===== src/rtl/riscv_if_pkg.sv =====
// Shared constants and state encoding for the instruction-fetch stage.
package riscv_if_pkg;

  localparam logic [31:0] RESET_PC_DEF = 32'h0000_0000;
  localparam logic [31:0] NOP_INST_DEF = 32'h0000_0013;

  // FETCH: reading from the cache; HOLD: one fetched word parked while decode stalls;
  // DRAIN: waiting out an in-flight read whose result is on the wrong path.
  typedef enum logic [1:0] {
    FETCH = 2'd0,
    HOLD  = 2'd1,
    DRAIN = 2'd2
  } if_state_t;

  // Word-align a byte address.
  function automatic logic [31:0] align_pc(input logic [31:0] pc);
    return {pc[31:2], 2'b00};
  endfunction

endpackage


===== src/rtl/riscv_if.sv =====
// Instruction-fetch stage: owns the PC, reads the I-cache, loads the IF/ID register.
// Cache handshake: a read is issued while ic_ren is high and completes on the cycle
// ic_stall is low; ic_addr is held stable for as long as ic_stall stays high.
module riscv_if
  import riscv_if_pkg::*;
#(
  parameter logic [31:0] RESET_PC = RESET_PC_DEF,
  parameter logic [31:0] NOP_INST = NOP_INST_DEF
) (
  input  logic        clk,
  input  logic        rst_n,
  input  logic        stall,
  input  logic        redirect,
  input  logic [31:0] redirect_pc,
  output logic        ic_ren,
  output logic [29:0] ic_addr,
  input  logic [31:0] ic_rdata,
  input  logic        ic_stall,
  output logic [31:0] inst_ppl,
  output logic [31:0] pc_ppl,
  output logic        if_busy,
  output if_state_t   state
);

  if_state_t   state_n;
  logic [31:0] pc_r, pc_n;
  logic [31:0] pend_pc, pend_n;
  logic [31:0] buf_inst, buf_n;
  logic [31:0] buf_pc, buf_pc_n;
  logic [31:0] inst_n, pcp_n;
  logic [31:0] pc_inc;

  // The cache must see no request while reset is asserted, even mid-read.
  assign ic_ren  = rst_n && (state != HOLD);
  assign ic_addr = pc_r[31:2];
  assign if_busy = (state == DRAIN) || (ic_ren && ic_stall);
  assign pc_inc  = pc_r + 32'd4;

  // Next-state, next-PC and IF/ID selection.
  always_comb begin
    state_n  = state;
    pc_n     = pc_r;
    pend_n   = pend_pc;
    buf_n    = buf_inst;
    buf_pc_n = buf_pc;
    inst_n   = inst_ppl;
    pcp_n    = pc_ppl;
    unique case (state)
      FETCH: begin
        if (redirect && ic_stall) begin
          // Read cannot be aborted: remember the target and wait for it to finish.
          pend_n  = align_pc(redirect_pc);
          inst_n  = NOP_INST;
          pcp_n   = pc_r;
          state_n = DRAIN;
        end else if (redirect) begin
          pc_n   = align_pc(redirect_pc);
          inst_n = NOP_INST;
          pcp_n  = pc_r;
        end else if (ic_stall) begin
          if (!stall) begin
            inst_n = NOP_INST;
            pcp_n  = pc_r;
          end
        end else if (!stall) begin
          inst_n = ic_rdata;
          pcp_n  = pc_r;
          pc_n   = pc_inc;
        end else begin
          buf_n    = ic_rdata;
          buf_pc_n = pc_r;
          pc_n     = pc_inc;
          state_n  = HOLD;
        end
      end
      HOLD: begin
        if (redirect) begin
          pc_n    = align_pc(redirect_pc);
          inst_n  = NOP_INST;
          pcp_n   = pc_r;
          state_n = FETCH;
        end else if (!stall) begin
          inst_n  = buf_inst;
          pcp_n   = buf_pc;
          state_n = FETCH;
        end
      end
      DRAIN: begin
        // Youngest redirect target wins, including one arriving on the completion cycle.
        if (redirect) pend_n = align_pc(redirect_pc);
        if (!ic_stall) begin
          pc_n    = redirect ? align_pc(redirect_pc) : pend_pc;
          state_n = FETCH;
        end
      end
      default: state_n = FETCH;
    endcase
  end

  // All fetch state, cleared asynchronously.
  always_ff @(posedge clk or negedge rst_n) begin
    if (!rst_n) begin
      state    <= FETCH;
      pc_r     <= align_pc(RESET_PC);
      pend_pc  <= '0;
      buf_inst <= '0;
      buf_pc   <= '0;
      inst_ppl <= NOP_INST;
      pc_ppl   <= '0;
    end else begin
      state    <= state_n;
      pc_r     <= pc_n;
      pend_pc  <= pend_n;
      buf_inst <= buf_n;
      buf_pc   <= buf_pc_n;
      inst_ppl <= inst_n;
      pc_ppl   <= pcp_n;
    end
  end

endmodule


===== config.mk =====
export PLATFORM = sky130hd
export DESIGN_NAME = riscv_if
export DESIGN_NICKNAME = d
export VERILOG_FILES = /design/src/rtl/riscv_if_pkg.sv /design/src/rtl/riscv_if.sv
export SDC_FILE = /design/constraint.sdc
export NUM_CORES = 1
export LEC_CHECK = 0
export BUFFER_PORTS_ARGS = -buffer_cell sky130_fd_sc_hd__buf_2
export CORE_UTILIZATION = 51
export CTS_CLUSTER_DIAMETER = 120
export DETAILED_ROUTE_END_ITERATION = 16
export PLACE_DENSITY_LB_ADDON = 0.25
export SLEW_MARGIN = 20
export SYNTH_ARGS = -nofsm -noshare
export SYNTH_HDL_FRONTEND = slang
export SYNTH_SLANG_ARGS = --single-unit

===== constraint.sdc =====
create_clock -name clk -period 2 [get_ports clk]
set_input_delay 0.3 -clock clk [delete_from_list [all_inputs] [get_ports clk]]
set_output_delay 0.3 -clock clk [all_outputs]
set_load 0.02 [all_outputs]

# Word-level counts from Yosys, hierarchy flattened
# Index checks and enable logic that the tools add are counted.
dict set report classes {
  add_sub_neg 1
  n_eq_ne 13
  n_mux 31
  bitwise 3
  n_reduce_logical 13
}
# op n
set ops {}
lappend ops {{32-bit 2-to-1 mux} 19}
lappend ops {{32-bit one-hot mux with 2 select lines} 3}
lappend ops {{32-bit one-hot mux with 3 select lines} 1}
lappend ops {{32-bit by 3-bit adder with 32-bit output, second input constant} 1}
lappend ops {{3-bit != test, second input constant} 5}
lappend ops {{5-bit AND reduction} 3}
lappend ops {{2-bit 2-to-1 mux} 7}
lappend ops {{2-bit != test, second input constant} 4}
lappend ops {{2-bit one-hot mux with 3 select lines} 1}
lappend ops {{4-bit != test, second input constant} 1}
lappend ops {{2-bit nonzero test} 2}
lappend ops {{1-bit logical AND} 3}
lappend ops {{1-bit NOT} 3}
lappend ops {{3-bit AND reduction} 1}
lappend ops {{3-bit nonzero test} 1}
lappend ops {{2-bit by 1-bit == test with 1-bit output, second input constant} 1}
lappend ops {{2-bit == test, second input constant} 1}
lappend ops {{2-bit zero test} 1}
lappend ops {{2-bit by 1-bit != test with 1-bit output, second input constant} 1}
lappend ops {{2-bit AND reduction} 1}
lappend ops {{1-bit logical OR} 1}
dict set report word_totals {
  ff_bits 194
  inputBits 69
  out_inout_bits 98
  word_cells 68
}

# Logic depth before layout (Yosys ltp)
dict set report logic_depth {
  depth_word 5
  mapped_depth 10
  mapped_depth_nobuf 7
}

# Worst setup path after synthesis
# Ideal clock, no wire load.
dict set report synth_timing {
  kind {register -> register}
  startpoint {register state[0]}
  endpoint {register pc_r[30]}
  setup_ps 131
  arrival_ps 2092
  required_time_ps 1869
  setup_slack_ps -223
  stages_incl_launch_ff 10
  path_buffers 2
  synth_period_minus_slack_ps 2223
  path_cell_list {dfrtp_1 > inv_1 > ha_1 > buf_6 > o21a_1 > or3_1 > buf_6 > a21oi_1 > o22ai_1 > or3_1}
}
dict set report synth_between {
  elab_chain_cells 3
  elab_cells_between_ends 10
  classes_between {6 x eq/ne; 1 x mux; 3 x reduce/logical}
}
# element line
set synth_rtl {}
lappend synth_rtl {{from (decl)} riscv_if.sv:22} ;# output if_state_t state
lappend synth_rtl {{from (signal assigned)} riscv_if.sv:111} ;# state <= state_n;
lappend synth_rtl {{2-bit by 1-bit == test with 1-bit output (tied with other cells)} riscv_if.sv:48} ;# unique case (state)
lappend synth_rtl {{2-bit != test (no line) (tied with other cells)} --}
lappend synth_rtl {{5-bit AND reduction (no line)} --}
lappend synth_rtl {{to (signal assigned)} riscv_if.sv:104} ;# pc_r <= align_pc(RESET_PC);
lappend synth_rtl {{to (signal assigned)} riscv_if.sv:112} ;# pc_r <= pc_n;
lappend synth_rtl {{to (decl)} riscv_if.sv:26} ;# logic [31:0] pc_r, pc_n;
# Several ways; a longest one is shown, not always the timed one.
# A chain may end at the register's enable or synchronous reset.

# Worst setup path in the final report
dict set report layout_timing {
  startpoint {register state[1]}
  endpoint {register pc_r[27]}
}
# The elaborated chain is that of the path after synthesis.

==> metrics.txt <==
outcome=finished with violations; failing checks=setup timing; critical path type=flip-flop to flip-flop; Routability Congestion=0.910; Worst Clk Skew=0.0105 ns; max_slew headroom=47.5%; Worst Path Max Fanout=5; vias in the first global route=7101; post-DR wirelength/cell=19.1 µm; CTS max path bufs=2; ys async rst share=100%; fin crit period=2.04 ns; Synth Instances=887; WL final=26100 µm; VDD IR max=1000 µV; FF/Latch Area=4860 µm²; clock latency at the later pin of the worst-skew pair=0.44 ns; Post-synth top cells=191 x dfrtp_1, 105 x nand2_1, 94 x o21ai_0; Overall Global Routing Usage=26.8%; first-pass GRT wire length=38500 µm; Clk pin slew, worst setup/hold paths=0.08 ns; DR pass1 iterations=5; register bit total from synthesis=194; cells on worst reg2reg path=8; part of the power in combinational logic=50.5%; Post-synth EDFFs=0; top-count cell post-synth=dfrtp_1; DR iter-0 viols=667; Data required, critical path=2.31 ns; area of the multi-input gates=4370 µm²; PD cells=1730 nW/µm²; area grow syn2layout=30.4%; top cells by area, synth=dfrtp_1 51%, mux2_2 11%, o21ai_0 5.0%, nand2_1 4.2%, mux2i_1 3.9%; setup_tns=-0.155 ns; Final WS setup=-0.0426 ns; ys flop type=dfrtp_1; nets=1200; # H-tree levels=4; RR Startpoint=state[1]; drc violations=0; Critical R2R Capture=pc_r[27]; Inserted Diodes=0; final slew viol count=0; Leak=5.58 nW; PortBufs=164; Core ar.=18000 µm²; post-synthesis xor/xnor area fraction=0.186%; hpwl dp=17400 µm; area fraction of the dominant cell type after synthesis=50.8%; antenna violations before repair=0; Yosys Warn Count=0; Worst-Margin Slew=0.788 ns; total die area=19000 µm²; Top Ports=167; R2R setup slack=-0.04 ns; crit path capture=pc_r[27]; Cell Int Power=12.5 mW; RSZ-0062 raised after global routing=yes; Synth Area in Adders=0.665%; CTS buffer count=17; post-synthesis sequential area ratio=51.6%; hold crit path type=input pin to asynchronous set/reset pin; CTS Root Cell=clkbuf_16; Die X-Extent=138 µm; main combinational cell family by area after synthesis=compound AO/OA/AOI/OAI gates; area leader, netlist=dfrtp_1; Rows=49; share of cells above drive strength 1=41.3%; Final ANT Viol Nets=0; Net Switching=8.76 mW; Yosys cell types=60; switching part of the total=41.2%; syn nets=961; Worst setup EP type=flip-flop; Remaining Overflow, GRT=0; Avg Vias per Cell=5.81; hold_ws=0.0357 ns; CTS tree=yes; Critical path origin=state[1]; fmax=490 MHz; Simple-Gate Fraction of Synth Area=10.5%; sequential share of power=32.9%; filler instances=1415; largest net degree at the start of global routing=145; DP Worst Slack=-0.243 ns; Vias=7953; Final Hold Violating Endpoints=0; Worst Path Arrival=2.35 ns; startpoint types=flip-flop; crit share post-route=102%; Synth Cell Area=9410 µm²; MaxCap Viol Count=0; clock share of power=16.5%; Compound-Gate Fraction of Synth Area=17.6%; Vert. Die Dim=138 µm; clock sink total=194; Final setup viols=7; Starting Density=52.2%; post-synthesis mux area share=15.0%; Mean Syn Cell Area=10.6 µm²
## cell type report
class	count	area share (%)
clock buffer	19	3.61
clock inverter	13	1.34
inverter	18	0.571
multi-input combinational	606	35.6
sequential	194	39.6
tap	229	2.34
timing repair buffer	289	16.9
## power groups by stage
| stage | registers (mW) | clock network, mW | logic, mW |
|---|---|---|---|
| after global routing | 7.23 | 3.70 | 11.6 |
| after detailed placement | 7.03 | 0 | 9.81 |
| after CTS | 6.95 | 3.55 | 10.0 |
| after floorplan | 7.94 | 0 | 5.13 |
| final | 7.00 | 3.51 | 10.7 |
| after global placement | 6.92 | 0 | 9.60 |
## logic make-up after synthesis
logic type / Yosys count
multiplexers: 129
XOR/XNOR: 2
AND/OR/NAND/NOR: 207
flip-flops: 194
adder cells (fa/ha/maj): 5
buffers and inverters: 89
AO/OA/AOI/OAI: 261
## registers in the layout (all words and copies together), names as in the netlist
name / flops
pc_ppl: 32
state: 2
pend_pc: 32
buf_pc: 32
inst_ppl: 32
buf_inst: 32
pc_r: 32
## metal layers
metal | up-vias | track usage, % | share of wire (%)
li1 | 3713 | - | -
met1 | 3895 | 39.9 | 46
met2 | 311 | 39.9 | 46
met3 | 34 | 4.64 | 6.9
met4 | 0 | 8.09 | 1.5
met5 | - | 0 | 0
## placed cells by master, fill, tap and decap left out, types with 6 or more instances in the layout
cell / netlist / final
a21oi_1: 39 / 30
nor3_1: 9 / 6
o21ai_0: 94 / 84
nor2_1: 28 / 25
buf_4: 1 / 95
a31oi_1: 8 / 8
mux2_2: 92 / 92
buf_6: 4 / 11
a21o_1: 6 / 6
nand4_1: 9 / 9
a21oi_2: 0 / 9
o21ai_1: 8 / 18
nand2_1: 105 / 103
buf_12: 0 / 14
mux2i_1: 37 / 37
nand3_1: 15 / 15
nor3_2: 3 / 6
inv_1: 17 / 15
dfrtp_1: 191 / 189
a22oi_1: 48 / 44
o22ai_1: 9 / 8
clkbuf_16: 0 / 21
a22o_1: 11 / 10
buf_2: 36 / 163
and3_1: 6 / 6
## worst max-delay path: stages (launching register included)
cell     delay, ns
dfrtp_2       0.41
inv_2         0.07
ha_4          0.15
o21a_1        0.19
or3_4         0.46
buf_6         0.15
nand2_2       0.05
o21ai_1       0.06
or3b_1        0.37
## per-stage QoR
| stage | cells | cell area, µm² | total power [mW] | utilization (%) |
|---|---|---|---|---|
| 6_report | 1368 | 12300 | 21.3 | 68.1 |
| 2_1_floorplan | 887 | 9470 | 13.1 | - |
| 4_1_cts | 1347 | 11900 | 20.6 | 65.9 |
| 3_5_place_dp | 1313 | 11200 | 16.8 | 62.1 |
| 3_3_place_gp | 1313 | 11200 | 16.5 | 62.1 |
| 5_1_grt | 1368 | 12300 | 22.5 | 68.1 |
## worst min path at each step
stage / start / end / slack, ns / cells past startpoint
4_1_cts: rst_n / buf_inst[1] / 0.05 / 2
3_5_place_dp: pc_ppl[2] / pc_ppl[2] / 0.46 / 2
2_1_floorplan: rst_n / buf_inst[0] / 0.004 / 0
6_report: rst_n / pend_pc[1] / 0.04 / 2
5_1_grt: rst_n / buf_inst[1] / 0.09 / 2
3_3_place_gp: pc_ppl[15] / pc_ppl[15] / 0.45 / 2
## timing repair
action                                  CTS  global route
cloned                                    0             7
pin swaps                                 2            13
hold endpoints to repair                  0             0
hold buffers                              0             0
buffers inserted                          2            14
endpoints found under the setup margin   27            96
gates resized for setup                  19            38
Power figures use the tool's default switching activity.
